<file path="src/rtl/tt_sweep_ctrl.sv">
// tt_sweep_ctrl: truth-table sweep sequencer for a 3-input combinational unit.
// It drives abc = 000..111 in ascending order and holds each vector for
// SETTLE_CYCLES cycles. One cycle later it samples y and builds an 8-bit table.
// It then compares the table with the expected pattern latched at start.
module tt_sweep_ctrl #(
  parameter int SETTLE_CYCLES = 2
) (
  input  logic       i_clk,
  input  logic       i_rst_n,
  input  logic       i_start,
  input  logic [7:0] i_expected,
  input  logic       i_y,
  output logic       o_a,
  output logic       o_b,
  output logic       o_c,
  output logic       o_busy,
  output logic       o_done,
  output logic [7:0] o_table,
  output logic       o_pass,
  output logic [3:0] o_err_cnt,
  output logic [2:0] o_err_idx
);

  typedef enum logic [1:0] {
    IDLE   = 2'd0,
    SETTLE = 2'd1,
    SAMPLE = 2'd2,
    DONE   = 2'd3
  } state_t;

  // Last counter value in SETTLE. The count starts at 0, so this value ends
  // the SETTLE_CYCLES-long hold.
  localparam logic [3:0] SETTLE_LAST = 4'(SETTLE_CYCLES - 1);

  state_t     state;
  state_t     state_nxt;
  logic [2:0] idx;
  logic [2:0] idx_nxt;
  logic [3:0] cnt;
  logic [3:0] cnt_nxt;
  logic [7:0] exp_q;
  logic [7:0] exp_nxt;
  logic [7:0] table_nxt;
  logic       pass_nxt;
  logic [3:0] err_cnt_nxt;
  logic [2:0] err_idx_nxt;
  logic       busy_nxt;
  logic       done_nxt;
  logic       mismatch;

  // The unit inputs come straight from the vector index register.
  // DONE and IDLE drive 000 because idx returns to 0 when the sweep ends.
  assign o_a = idx[2];
  assign o_b = idx[1];
  assign o_c = idx[0];

  // The sampled y disagrees with the expected bit for the current vector.
  assign mismatch = (i_y != exp_q[idx]);

  // State register.
  always_ff @(posedge i_clk) begin
    // NOTE: sequential state uses non-blocking assignments so that every
    // register samples the pre-edge values and simulation order cannot matter.
    if (!i_rst_n) begin
      state <= IDLE;
    end else begin
      state <= state_nxt;
    end
  end

  // Next-state logic: fixed ascending sweep; no wrap after vector 7.
  always_comb begin
    // NOTE: every signal written in a combinational block gets a default
    // first. Without it, a path that skips the assignment infers a latch.
    state_nxt = state;
    case (state)
      IDLE:    if (i_start) state_nxt = SETTLE;
      SETTLE:  if (cnt == SETTLE_LAST) state_nxt = SAMPLE;
      SAMPLE:  state_nxt = (idx == 3'd7) ? DONE : SETTLE;
      DONE:    state_nxt = IDLE;
      default: state_nxt = IDLE;
    endcase
  end

  // Output/datapath logic: next values for every registered output.
  always_comb begin
    idx_nxt     = idx;
    cnt_nxt     = cnt;
    exp_nxt     = exp_q;
    table_nxt   = o_table;
    pass_nxt    = o_pass;
    err_cnt_nxt = o_err_cnt;
    err_idx_nxt = o_err_idx;
    busy_nxt    = 1'b0;
    done_nxt    = 1'b0;
    case (state)
      IDLE: begin
        if (i_start) begin
          // Only this latched copy of the expected pattern is used later.
          exp_nxt     = i_expected;
          table_nxt   = 8'h00;
          pass_nxt    = 1'b0;
          err_cnt_nxt = 4'd0;
          err_idx_nxt = 3'd0;
          idx_nxt     = 3'd0;
          cnt_nxt     = 4'd0;
          busy_nxt    = 1'b1;
        end
      end
      SETTLE: begin
        cnt_nxt  = cnt + 4'd1;
        busy_nxt = 1'b1;
      end
      SAMPLE: begin
        table_nxt[idx] = i_y;
        if (mismatch) begin
          err_cnt_nxt = o_err_cnt + 4'd1;
          if (o_err_cnt == 4'd0) err_idx_nxt = idx;
        end
        if (idx == 3'd7) begin
          // The sweep ends here. The index parks at 0 so the unit sees 000.
          idx_nxt  = 3'd0;
          done_nxt = 1'b1;
          pass_nxt = (err_cnt_nxt == 4'd0);
        end else begin
          idx_nxt  = idx + 3'd1;
          cnt_nxt  = 4'd0;
          busy_nxt = 1'b1;
        end
      end
      DONE: begin
        // Results hold until the next accepted start.
      end
      default: begin
      end
    endcase
  end

  // Datapath and output registers.
  always_ff @(posedge i_clk) begin
    // NOTE: the reset clears every register, including the latched expected
    // pattern, so a reset mid-sweep leaves no trace of the aborted run.
    if (!i_rst_n) begin
      idx       <= 3'd0;
      cnt       <= 4'd0;
      exp_q     <= 8'h00;
      o_table   <= 8'h00;
      o_pass    <= 1'b0;
      o_err_cnt <= 4'd0;
      o_err_idx <= 3'd0;
      o_busy    <= 1'b0;
      o_done    <= 1'b0;
    end else begin
      idx       <= idx_nxt;
      cnt       <= cnt_nxt;
      exp_q     <= exp_nxt;
      o_table   <= table_nxt;
      o_pass    <= pass_nxt;
      o_err_cnt <= err_cnt_nxt;
      o_err_idx <= err_idx_nxt;
      o_busy    <= busy_nxt;
      o_done    <= done_nxt;
    end
  end

endmodule
</file>
<file path="config.mk">
export PLATFORM = sky130hd
export DESIGN_NAME = tt_sweep_ctrl
export DESIGN_NICKNAME = d
export VERILOG_FILES = /design/src/rtl/tt_sweep_ctrl.sv
export SDC_FILE = /design/constraint.sdc
export NUM_CORES = 1
export LEC_CHECK = 0
export CELL_PAD_IN_SITES_DETAIL_PLACEMENT = 1
export CELL_PAD_IN_SITES_GLOBAL_PLACEMENT = 2
export CORE_UTILIZATION = 27
export CTS_CLUSTER_SIZE = 14
export DETAILED_ROUTE_END_ITERATION = 7
export PLACE_DENSITY_LB_ADDON = 0.1
export SYNTH_ARGS = -nofsm -noshare
export SYNTH_HDL_FRONTEND = slang
export SYNTH_SLANG_ARGS = --single-unit
export TNS_END_PERCENT = 20
</file>
<file path="constraint.sdc">
create_clock -name i_clk -period 2.25 [get_ports i_clk]
set_clock_uncertainty 0.2 [all_clocks]
set_input_delay 0.225 -clock i_clk [delete_from_list [all_inputs] [get_ports i_clk]]
set_output_delay 0.225 -clock i_clk [all_outputs]
set_load 0.01 [all_outputs]
</file>
# After elaboration in Yosys (flattened, before gate mapping)
# Index checks and enable logic that the tools add are counted.
# W data, S select, Z words.
# word_totals
ff_bits,35
latchBits,0
mem_bits_rw,0
romBits,0
input_bits,12
output_inout_bits,21
elab_cells,70
mem_count,0
# classes
n_addsub,3
mul,0
div,0
n_lt_le_gt_ge,2
n_eq_ne,12
shift,0
n_mux,30
bitwise_logic,0
n_reduce_logical,13
# op_table
operator,count
$mux W4,4
$pmux W8 S2,1
$mux W3,4
$ne A2 B2 Y1 const B,6
$pmux W3 S2,2
$pmux W4 S3,1
$add A4 B1 Y4 const B,2
$bwmux W8,1
$logic_not A4 Y1,2
$mux W8,1
$pmux W2 S4,1
$pmux W4 S2,1
$reduce_and A2 Y1,4
$mux W1,7
$mux W2,3
$reduce_and A3 Y1,2
$eq A2 B2 Y1 const B,2
$eq A4 B1 Y1 const B,1
$lt A3 B4 Y1 const B,1
$reduce_and A4 Y1,1
$add A3 B1 Y3 const B,1
$bmux W1 S3,1
$demux W1 S3,1
$eq A3 B3 Y1 const B,1
other kinds (9),9

# Logic depth before layout (Yosys ltp)
# logic_depth
word_depth,8
mapped_depth,7

# Worst setup path before layout
# No wires, ideal clock.
# synth_path
path_kind,register -> register
from,reg idx[0]
to,reg o_err_idx[1]
setup_ns,0.070
arrival_time_ns,2.004
required_ns,1.980
path_slack_ns,-0.024
path_stages_with_launch,8
n_path_buf,1
synth_period_minus_slack_ns,2.274
cell_sequence,dfxtp_1 -> buf_2 -> mux4_2 -> mux2i_2 -> xnor2_2 -> a41oi_2 -> nand3b_1 -> a21boi_1
# synth_via
elab_chain_cells,5
# synth_lines
element,line_no,source
start: declaration,37,logic [2:0] idx;
start signal: assignment,154,idx <= idx_nxt;
$bmux W1 S3,58,assign mismatch = (i_y != exp_q[idx]);
$mux W1 (not written as such),58,
$ne A1 B1 Y1,58,
$ne A2 B2 Y1 (no line),--,
$reduce_and A4 Y1 (no line),--,
end signal: assignment,160,o_err_idx <= err_idx_nxt;
end: declaration,21,output logic [2:0] o_err_idx
# Every way passes these cells. The select of a mux whose other input is x is not followed.
# A chain may end at the register's enable or synchronous reset.

# Worst setup path after layout
# layout_path
from,reg idx[0]
to,reg o_pass
# layout_via
elab_chain_cells,8
# layout_lines
element,line_no,source
$bmux W1 S3,58,
$mux W1 (not written as such),58,
$ne A1 B1 Y1,58,
$mux W4,116,if (mismatch) begin
$mux W4,96,case (state)
$logic_not A4 Y1,124,pass_nxt = (err_cnt_nxt == 4'd0);
$mux W1,120,if (idx == 3'd7) begin
$pmux W1 S2,96,
end signal: assignment,158,o_pass <= pass_nxt;
end: declaration,19,"output logic o_pass,"
# Parallel ways exist; a longest one is shown, timed or not. The select of a mux whose other input is x is not followed.

==> summary.md <==
| Metric | Value |
|---|---|
| Dpl cell area | 2150 sq um |
| Tmin final | 2.11 ns |
| Number of global-route vias before repair | 1539 |
| IO Pins | 33 |
| GRT Total Usage | 0.151 |
| Syn Std Cell Area | 1680 sq um |
| # hold bufs at CTS | 0 |
| Count of input and output buffers | 32 |
| Startpoint types | flip-flop |
| Crit. End Element | flip-flop |
| Nets | 255 |
| Total negative setup slack | 0 ns |
| Commonest non-fill, non-tap cell in the layout | dfxtp_1 |
| Layout cells sized above 1 | 0.122 |
| Util after Layout | 0.380 |
| GPL Wtd Cong | 0.730 |
| Die Height | 81.0 microns |
| CTS tree | built |
| Synth top area share | 0.416 |
| Most used cell, CP | o21ai_0 |
| Max-slew violations | 0 |
| Fin. Hold Viols | 0 |
| Fin area | 2260 sq um |
| Dpl cells | 303 |
| Post-synth top area cell | dfxtp_1 |
| Outcome | finished clean |
| Iter 0 DRT Violations | 55 |
| Residual DRC | 0 |
| Top cells by area, synth | dfxtp_1 42%, a21boi_0 8.5%, nand2_1 6.9% |
| Final setup fails | 0 |
| Sink Count | 35 |
| DRT antenna net count | 0 |
| Setup CP Type | reg -> reg |
| Post-Route WL | 4520 microns |
| Die X | 81.0 microns |
| Grt total ovfl | 0 |
| DR WL/cell | 14.5 microns |
| Initial DRT Pass Iterations | 4 |
| Worst vdd ir | 0.238 mV |
| Delay-heaviest family, CP | multiplexers |
| Req. time, crit path | 2.27 ns |
| Arrival time at the worst endpoint | 2.13 ns |
| Seq cells post-synth | 35 |
| Worst Max-Slew Pin Slew | 0.530 ns |
| Starting Density | 0.283 |
| HPWL after DPL | 3450 microns |
| Pin count of the biggest net entering global routing | 15 |
| Commonest non-fill, non-tap cells in the layout | 34 x dfxtp_1, 32 x clkdlybuf4s50_1, 31 x nand2_1 |
| Final period util | 0.939 |
| Vias | 1506 |
| Core area | 5960 sq um |
| Syn_nets | 213 |
| First-pass GRT wire length | 7420 microns |
| Crit-path max FO | 7 |
| Minimum hold slack | 0.271 ns |
| Synth Warn # | 0 |
| Final non-filler cell total | 312 |
| Core Rows | 28 |
| RSZ-0062 raised after global routing | no |
| Worst-path clk slew | 0.07 ns |
| Clock Latency Late Sink | 0.29 ns |
| Leakage power | 0.827 nW |
| Number of antenna diodes | 0 |
| Area of the die | 6550 sq um |
| HP Class | reg -> reg |
| Vias per cell | 4.83 |
| Unique masters post-synth | 35 |
| H-tree levels | 2 |
| Slowest stage delay, CP | 0.53 ns |
| Syn Area/Cell | 8.63 sq um |
| Crit-path cells | mux4_2 -> mux2i_4 -> xnor2_2 -> buf_4 -> nor3b_1 -> o21ai_0 -> o21ai_0 |
| Flop-to-flop setup slack | 0.14 ns |
| CTS Buf Count | 5 |
| Initial antenna violation count | 0 |
| Fmax | 473 MHz |
| Clock buffer depth | 2 |
| Pwr dens | 556 nW/um^2 |
| Relative slew slack | 0.645 |
| Max-cap violations | 0 |
| CTS root buf | clkbuf_8 |
| Bufs and invs on worst path | 1 |
| Seq/Total Area, Yosys | 0.416 |
| Slowest CP cell | mux4_2 |
| P&R area growth vs syn | 34.5% |
| Synth Instances | 195 |
==> synth_stat cells <==
library cell   n
a21boi_0      19
a21boi_1       2
a21oi_1        4
a22oi_1        2
a31oi_1        1
a32oi_1        1
a41oi_2        1
and2_1         6
and3_1         2
buf_2          1
clkbuf_1      11
dfxtp_1       35
ha_1           6
inv_1          3
mux2i_1        2
mux2i_2        1
mux4_2         2
nand2_1       31
nand2b_1       4
nand3_1       16
nand3b_1       2
nand4_1        4
nor2_1        11
nor2b_1        8
nor3_1         3
nor3b_1        2
o211a_1        1
o211ai_1       1
o21a_1         2
o21ai_0        4
o22ai_1        2
o311ai_0       1
or2_2          1
xnor2_2        1
xor2_1         2
==> registers in the layout, indices dropped and copies added, names as in the netlist <==
| register | count |
|---|---|
| o_pass | 1 |
| cnt | 4 |
| o_err_idx | 3 |
| o_err_cnt | 4 |
| o_busy | 1 |
| state | 2 |
| exp_q | 8 |
| idx | 3 |
| o_table | 8 |
| o_done | 1 |
==> layer usage <==
layer  vias to the layer above  GRT usage  routed length [microns]
li1                        758          -                        -
met5                         -          0                        0
met4                         0     0.0482                       26
met1                       722      0.180                     2110
met3                         2     0.0404                      156
met2                        24      0.260                     2220
==> power by group <==
part	switching [mW]	internal, mW	total, mW
Clock	0.225	0.240	0.465
Combinational	0.0739	0.0742	0.148
Sequential	0.0111	0.634	0.645
Total	0.310	0.949	1.26
==> cell type report <==
| type | count | area, sq um |
|---|---|---|
| clock buffers | 6 | 82.6 |
| clock inverters | 1 | 5.00 |
| flip-flops and latches | 35 | 704 |
| multi-input cells | 145 | 933 |
| repair buffers | 47 | 433 |
| fillers | 709 | 3690 |
| well taps | 75 | 93.8 |
| inverters | 3 | 11.3 |
==> final timing paths <==
path / from / end / depth (start not counted)
setup / recovery: idx[0]$_SDFFE_PN0P_ / o_pass$_SDFFE_PN0P_ / 7
hold / removal: o_err_idx[1]$_SDFFE_PN0P_ / o_err_idx[1]$_SDFFE_PN0P_ / 2
setup reg to reg: idx[0]$_SDFFE_PN0P_ / o_pass$_SDFFE_PN0P_ / 7
hold reg to reg: o_err_idx[1]$_SDFFE_PN0P_ / o_err_idx[1]$_SDFFE_PN0P_ / 2
==> logic make-up after synthesis <==
family | count (synthesis) | share of synthesized area
adders and majority gates | 6 | 0.0446
xor gates and xnor gates | 3 | 0.0201
buffers and inverters | 15 | 0.0342
AOI/OAI and AO/OA | 41 | 0.177
DFF | 35 | 0.416
muxes | 5 | 0.0468
and+or+nand+nor | 90 | 0.261
==> worst min-delay path: cells and delay by family (launching register included) <==
| family | cells | cell delay (ns) |
|---|---|---|
| flip-flops | 1 | 0.31 |
| AND/OR/NAND/NOR | 1 | 0.05 |
| AO/OA/AOI/OAI | 1 | 0.06 |
==> per-stage QoR <==
stage	worst slack (ns)	power, mW
2_1_floorplan	0.00983	0.738
3_3_place_gp	0.0929	0.799
3_5_place_dp	-0.00215	0.805
4_1_cts	0.0543	1.28
5_1_grt	0.00488	1.32
6_report	0.138	1.26
==> repair_timing <==
item | in CTS | in global routing
pin swaps | 0 | 3
gates resized for setup | 1 | 2
setup buffers | 0 | 2
setup endpoints to repair | 1 | 3
Power figures use the tool's default switching activity.
